<file path="src/rtl/upsp_frame_ctrl.sv">
// Frame sequencer between access_control and bicubic_top: gates pixel handshakes,
// counts a frame in and out, and posts completion or timeout status to UPENDR.
module upsp_frame_ctrl #(
  parameter int CRF_DATA_WIDTH = 32,
  parameter int CRF_ADDR_WIDTH = 32,
  parameter int SRC_IMG_WIDTH  = 960,
  parameter int SRC_IMG_HEIGHT = 540,
  parameter int DST_IMG_WIDTH  = 3840,
  parameter int DST_IMG_HEIGHT = 2160,
  parameter int UPENDR_ADDR    = 'h4,
  parameter int TIMEOUT_CYCLES = 65536
) (
  input  logic                      clk,
  input  logic                      rst_n,
  input  logic [CRF_DATA_WIDTH-1:0] crf_ac_UPSTR,
  input  logic                      crf_ac_wbusy,
  output logic                      ac_crf_wrt,
  output logic [CRF_ADDR_WIDTH-1:0] ac_crf_waddr,
  output logic [CRF_DATA_WIDTH-1:0] ac_crf_wdata,
  input  logic                      src_valid_i,
  output logic                      src_valid_o,
  input  logic                      src_rd_i,
  input  logic                      dst_wrt_i,
  input  logic                      dst_wready_i,
  output logic                      dst_wready_o,
  output logic                      busy,
  output logic                      frame_done,
  output logic                      err
);

  localparam logic [1:0] S_IDLE   = 2'd0;
  localparam logic [1:0] S_RUN    = 2'd1;
  localparam logic [1:0] S_DRAIN  = 2'd2;
  localparam logic [1:0] S_REPORT = 2'd3;

  localparam int SXW = (SRC_IMG_WIDTH  > 1) ? $clog2(SRC_IMG_WIDTH)  : 1;
  localparam int SYW = (SRC_IMG_HEIGHT > 1) ? $clog2(SRC_IMG_HEIGHT) : 1;
  localparam int DXW = (DST_IMG_WIDTH  > 1) ? $clog2(DST_IMG_WIDTH)  : 1;
  localparam int DYW = (DST_IMG_HEIGHT > 1) ? $clog2(DST_IMG_HEIGHT) : 1;
  localparam int WDW = (TIMEOUT_CYCLES > 1) ? $clog2(TIMEOUT_CYCLES) : 1;

  logic [1:0]     state_q, state_d;
  logic           err_q, err_d;
  logic           upstr_q;
  logic [SXW-1:0] src_x_q;
  logic [SYW-1:0] src_y_q;
  logic [DXW-1:0] dst_x_q;
  logic [DYW-1:0] dst_y_q;
  logic [WDW-1:0] wd_q;

  logic start, active, src_hs, dst_hs, src_last, dst_last, timeout, wr_done;
  logic unused_upstr;

  assign unused_upstr = ^crf_ac_UPSTR[CRF_DATA_WIDTH-1:1];

  assign active       = (state_q == S_RUN) | (state_q == S_DRAIN);
  assign src_valid_o  = src_valid_i & (state_q == S_RUN);
  assign dst_wready_o = dst_wready_i & active;
  assign src_hs       = src_valid_o & src_rd_i;
  assign dst_hs       = dst_wrt_i & dst_wready_o;
  assign start        = crf_ac_UPSTR[0] & ~upstr_q;

  assign src_last = (src_x_q == SXW'(SRC_IMG_WIDTH - 1)) & (src_y_q == SYW'(SRC_IMG_HEIGHT - 1));
  assign dst_last = (dst_x_q == DXW'(DST_IMG_WIDTH - 1)) & (dst_y_q == DYW'(DST_IMG_HEIGHT - 1));
  // A beat in the expiry cycle resets the watchdog, so a final beat there completes cleanly.
  assign timeout  = active & ~dst_hs & (wd_q == WDW'(TIMEOUT_CYCLES - 1));
  assign wr_done  = (state_q == S_REPORT) & ~crf_ac_wbusy;

  always_comb begin
    state_d = state_q;
    err_d   = err_q;
    case (state_q)
      S_IDLE: begin
        if (start) begin
          state_d = S_RUN;
          err_d   = 1'b0;
        end
      end
      S_RUN: begin
        if (dst_hs & dst_last)      state_d = S_REPORT;
        else if (timeout) begin
          state_d = S_REPORT;
          err_d   = 1'b1;
        end
        else if (src_hs & src_last) state_d = S_DRAIN;
      end
      S_DRAIN: begin
        if (dst_hs & dst_last) state_d = S_REPORT;
        else if (timeout) begin
          state_d = S_REPORT;
          err_d   = 1'b1;
        end
      end
      default: begin
        if (!crf_ac_wbusy) state_d = S_IDLE;
      end
    endcase
  end

  always_ff @(posedge clk or negedge rst_n) begin
    if (!rst_n) begin
      state_q <= S_IDLE;
      err_q   <= 1'b0;
      upstr_q <= 1'b0;
    end else begin
      state_q <= state_d;
      err_q   <= err_d;
      upstr_q <= crf_ac_UPSTR[0];
    end
  end

  // Counters freeze on the last pixel so the final position stays visible.
  always_ff @(posedge clk or negedge rst_n) begin
    if (!rst_n) begin
      src_x_q <= '0;
      src_y_q <= '0;
      dst_x_q <= '0;
      dst_y_q <= '0;
      wd_q    <= '0;
    end else if ((state_q == S_IDLE) && start) begin
      src_x_q <= '0;
      src_y_q <= '0;
      dst_x_q <= '0;
      dst_y_q <= '0;
      wd_q    <= '0;
    end else begin
      if (src_hs && !src_last) begin
        if (src_x_q == SXW'(SRC_IMG_WIDTH - 1)) begin
          src_x_q <= '0;
          src_y_q <= src_y_q + 1'b1;
        end else begin
          src_x_q <= src_x_q + 1'b1;
        end
      end
      if (dst_hs && !dst_last) begin
        if (dst_x_q == DXW'(DST_IMG_WIDTH - 1)) begin
          dst_x_q <= '0;
          dst_y_q <= dst_y_q + 1'b1;
        end else begin
          dst_x_q <= dst_x_q + 1'b1;
        end
      end
      if (dst_hs)      wd_q <= '0;
      else if (active) wd_q <= wd_q + 1'b1;
    end
  end

  assign ac_crf_wrt   = (state_q == S_REPORT);
  assign ac_crf_waddr = ac_crf_wrt ? CRF_ADDR_WIDTH'(UPENDR_ADDR) : '0;
  assign ac_crf_wdata = ac_crf_wrt ? (err_q ? CRF_DATA_WIDTH'(2) : CRF_DATA_WIDTH'(1)) : '0;
  assign busy         = (state_q != S_IDLE);
  assign frame_done   = wr_done & ~err_q;
  assign err          = err_q;

endmodule

</file>
<file path="config.mk">
export PLATFORM = sky130hd
export DESIGN_NAME = upsp_frame_ctrl
export DESIGN_NICKNAME = d
export VERILOG_FILES = /design/src/rtl/upsp_frame_ctrl.sv
export SDC_FILE = /design/constraint.sdc
export NUM_CORES = 1
export LEC_CHECK = 0
export ABC_AREA = 1
export CORE_ASPECT_RATIO = 0.9
export CORE_MARGIN = 2
export CORE_UTILIZATION = 50
export DETAILED_ROUTE_END_ITERATION = 10
export PLACE_DENSITY = 0.89
export SYNTH_ARGS = -nofsm -noshare
export SYNTH_HDL_FRONTEND = slang
export SYNTH_SLANG_ARGS = --single-unit
</file>
<file path="constraint.sdc">
create_clock -name clk -period 3.9 [get_ports clk]
set_input_delay 0.78 -clock clk [delete_from_list [all_inputs] [get_ports clk]]
set_output_delay 0.78 -clock clk [all_outputs]
set_load 0.03 [all_outputs]
</file>
== Word level (Yosys, flattened, before mapping) ==
Cells that the tools add are included.

* Add/sub/neg operators: 5
* Equality and inequality tests: 14
* Mux-type cells: 30
* Bitwise operators: 18
* Reduce and logical (&&, ||, !) cells: 18

{| class="wikitable"
|+ Operators with widths
! operator !! number
|-
| $mux W12 || 6
|-
| $mux W10 || 6
|-
| $mux W16 || 3
|-
| $add A12 B1 Y12 const B || 2
|-
| $eq A12 B12 Y1 const B || 2
|-
| $add A10 B1 Y10 const B || 2
|-
| $eq A10 B10 Y1 const B || 2
|-
| $mux W2 || 9
|-
| $add A16 B1 Y16 const B || 1
|-
| $eq A16 B16 Y1 const B || 1
|-
| $and A1 B1 Y1 || 13
|-
| $reduce_bool A2 Y1 || 6
|-
| $reduce_and A4 Y1 || 2
|-
| $pmux W2 S3 || 1
|-
| $eq A2 B2 Y1 const B || 2
|-
| $ne A2 B2 Y1 const B || 2
|-
| $ne A4 B1 Y1 const B || 1
|-
| $ne A4 B2 Y1 const B || 1
|-
| $not A1 Y1 || 4
|-
| $reduce_and A2 Y1 || 2
|-
| $logic_and A1 B1 Y1 || 3
|-
| $mux W1 || 3
|-
| $mux W3 || 1
|-
| $ne A3 B2 Y1 const B || 1
|-
| 8 further kinds || 9
|}

* Register bits: 64
* Bits of input ports: 39
* Output and inout port bits: 70
* Word-level logic and storage cells: 93

== Longest topological paths before layout ==
* Depth after elaboration: 10
* Gate-level depth with buffers: 12
* Depth with buffers taken out: 12

== Least setup slack after synthesis ==
Ideal clock, no wire load.

* Path kind: reg-to-output
* Start point: register state_q[0]
* End point: output frame_done
* Data arrival time: 1575 ps
* Data required time: 3120 ps
* Slack: 1545 ps
* Cell stages (with the launch flop): 4
* Path buffers: 0
* Cells stage by stage: dfrtp_1 > ha_1 > inv_1 > nor3_1

* Longest elaborated chain between the ends: 3

{| class="wikitable"
|+ Ends and longest elaborated chain
! item !! RTL line !! text
|-
| from (decl) || 42 || <nowiki>logic [1:0] state_q, state_d;</nowiki>
|-
| from (signal assigned) || 106 || <nowiki>state_q <= state_d;</nowiki>
|-
| $eq A2 B2 Y1 || - ||
|-
| named net ac_crf_wrt || 17 || <nowiki>output logic ac_crf_wrt,</nowiki>
|-
| $and A1 B1 Y1 || 67 || <nowiki>assign wr_done = (state_q == S_REPORT) & ~crf_ac_wbusy;</nowiki>
|-
| $and A1 B1 Y1 || 152 || <nowiki>assign frame_done = wr_done & ~err_q;</nowiki>
|-
| to (decl) || 27 || <nowiki>output logic frame_done,</nowiki>
|}

The timed path passes the listed nets, and every way through them passes these cells.

== Worst setup path after layout ==
* Start point: input crf_ac_wbusy
* End point: output frame_done

* Longest elaborated chain between the ends: 3

{| class="wikitable"
|+ Ends and longest elaborated chain
! item !! RTL line !! text
|-
| from (decl) || 16 || <nowiki>input logic crf_ac_wbusy,</nowiki>
|-
| $not A1 Y1 || 67 ||
|-
| $and A1 B1 Y1 || 67 ||
|-
| $and A1 B1 Y1 || 152 ||
|}

No other way between the ends.

==> results.toml <==
[setup_path]
critical_path.startpoint = "crf_ac_wbusy"
reg2reg_slack_ns = 1.42
cp.arrival_ns = 2.07
end_kind = "primary output"
path_buf_inv = 2
cp.required_ns = 3.12
slowest_delay_ns = 0.69
crit_chain = "clkdlybuf4s50_1 -> nor3_1 -> clkdlybuf4s50_1"
worstSetupStartpointType = "input pin"
crit_slowest_cell = "clkdlybuf4s50_1"
worst_r2r_endpoint = "dst_y_q[0]"
critPathKind = "input pin to primary output"
cpMostUsedCell = "clkdlybuf4s50_1"
rr_worst_depth = 9
rr_startpoint = "state_q[1]"
crit_fanout = 2
critical_path.top_delay_family = "buffers and inverters"

[routing]
drt_iter0_drc = 249
via_per_inst = 4.992
drtPass1Iterations = 5
postRouteAntennaNets = 0
drt-total-wl_mm = 8.724
avgRoutedWirePerCell_um = 12.22
drc_errors = 0
vias = 3564

[clock_network]
clk_latency_ns = 0.35
cts_tree = "yes"
postCtsSetupRepairBufs = 0
root_buffer = "clkbuf_8"
cts_resized = 0
cts_buffers = 9
cts_hold_buf = 0
ctsHtreeMaxLevel = 3
clock-sinks = 64
clk_pin_slew_worst_paths_ns = 0.08
cts_buffer_depth = 2

[yosys]
netlist.area_leader.share_pct = 36.83
synth_top_family_by_area = "simple AND/OR/NAND/NOR gates"
synth_cell_types = 40
avgSynthCellArea_um2 = 7.641
synth_xor_area_share_pct = 5.036
yosys.area.top_type = "dfrtp_1"
syn_area_mm2 = 0.004348
seq_area_frac_synth_pct = 36.83
synth_seq_cells = 64
yosysWarnings = 0
synth_mux_area_share_pct = 0
synth_fa_ha_area_share_pct = 2.590
synth_top_cells_by_area = "dfrtp_1 (37%), buf_4 (11%), nand2_1 (9.9%)"
synth_cells = 569
synth_compound_area_share_pct = 11.17
synthSimpleGateAreaFrac_pct = 26.01

[sta]
finalCriticalPeriod_ns = 2.851
rsz0062_at_grt = "false"
fin_skew_ns = 0.01121
maxSlewHeadroom_pct = 39.40
period_share_pct = 73.11
final_max_slew_viol_count = 0
hold_viol_final = 0
setup_violations = 0
final.setup.tns_ns = 0
worst_slew_pin_slew_ns = 0.9089
max_freq_mhz = 350.7

[floorplanning]
ios = 109
core_area_mm2 = 0.008528
start_util_pct = 50.98
rows = 32
die_area_mm2 = 0.009459
die_h_um = 92.47
die_w_um = 102.3

[cells_and_area]
finalNetCount = 638
syn_to_final_growth_pct = 5.870
drive_gt1_share_pct = 8.739
diodes = 0
utilization_pct = 53.98

[worst_hold_path]
hold_start = "dst_y_q[4]"
hold_end = "dst_y_q[4]"
hold-path-cell-count = 2
holdCritPathClass = "flop to flop"

[job]
drv_cap = 0

[placed_design]
io_buffer_count = 16
gp_congestion = 0.9554
hpwl_mm = 6.071

[global_route]
grt_pass1_wl_mm = 14.84
track_usage_pct = 19.51
grt_max_degree = 41
grt_pass1_vias = 3434
antenna_found_initial = 0
overflow = 0

[status]
status = "completed"

[pwr]
powerDensity_mw_per_mm2 = 506.9
p_leak_nw = 2.173
vdd_drop_max_mv = 0.4469
[cell usage in the layout (no fill, tap or decap), drive strengths merged, types with 2 or more instances in the layout]
master,instances
xor2,20
conb,61
nand2,122
o21a,2
xnor2,5
buf,3
clkinv,3
nand4,8
clkdlybuf4s50,15
nand3b,3
o31ai,5
or2,7
inv,71
ha,9
clkinvlp,2
dfrtp,64
o21ai,48
nor2,62
clkbuf,10
nand3,34
a21oi,16
o22ai,4
nor3,12
bufinv,2
[routing by layer]
layer | global-route usage (%) | wire length (µm) | share of wire, % | up-vias
li1 | - | - | - | 1734
met1 | 23.01 | 3661 | 42 | 1703
met2 | 33.99 | 4425 | 51 | 110
met3 | 5.057 | 467 | 5.4 | 17
met4 | 7.111 | 170 | 1.9 | 0
met5 | 0 | 0 | 0 | -
[sequential cells by signal (all words and copies together), names as in the netlist]
register and flops:
dst_y_q 12, upstr_q 1, dst_x_q 12, src_x_q 10, src_y_q 10, state_q 2, wd_q 16, err 1
[synthesized netlist by cell type, drive strengths merged]
cell       n
nand2    122
inv       71
buf       65
dfrtp     64
nor2      62
o21ai     48
nand3     34
xor2      20
a21oi     16
nor3      12
ha         9
nand4      8
or2        7
o31ai      5
xnor2      5
o22ai      4
clkbuf     3
nand3b     3
o21a       2
a22o       1
a41oi      1
and2       1
and3       1
clkinv     1
conb       1
o2bb2ai    1
o41ai      1
or3        1
[worst max path at each step]
stage                       endpoint  slack (ns)  cells after the start
after global routing      dst_y_q[0]        0.91                     10
after floorplan           frame_done        1.54                      3
final                     frame_done        1.05                      3
after global placement    dst_y_q[6]        0.87                     10
after CTS                 frame_done        1.04                      3
after detailed placement  dst_y_q[0]        0.79                     10
[tightest hold or removal path: cells and delay by family, from the launching register on]
family	cells	cell delay, ns
DFF	1	0.36
and+or+nand+nor	1	0.07
AOI/OAI and AO/OA	1	0.05
[cells by family (layout without fill, tap and decap cells)]
family / Yosys count / in the layout
AND/OR/NAND/NOR: 251 / 251
buffers and inverters: 140 / 106
AO/OA/AOI/OAI: 79 / 79
flip-flops: 64 / 64
XOR/XNOR: 25 / 25
adder cells (fa/ha/maj): 9 / 9
other: 1 / 61
[report_power, final]
group	internal, W	switching (W)
clock network	0.000379	0.000277
registers	0.000756	0.0000976
logic	0.000235	0.000588
total	0.00137	0.000963
[metrics by stage]
stage	setup slack (ns)	power, W	instance area [µm²]	hold WS (ns)	instances
6_report	1.049	0.002333	4603	0.5106	714
5_1_grt	0.9084	0.002477	4603	0.5400	714
4_1_cts	1.041	0.002340	4603	0.5107	714
3_5_place_dp	0.7900	0.001664	4373	0.4913	698
3_3_place_gp	0.8740	0.001630	4373	0.4842	698
2_1_floorplan	1.545	0.001500	4573	0.4628	629
[layout make-up]
class / count / area, µm²
fill: 773 / 3925
multi-input combinational: 425 / 2177
sequential: 64 / 1602
inverter: 72 / 275.3
timing repair buffer: 18 / 170.2
tap: 119 / 148.9
clock buffer: 10 / 137.6
clock inverter: 6 / 92.59
(Power assumes the default switching activity.)
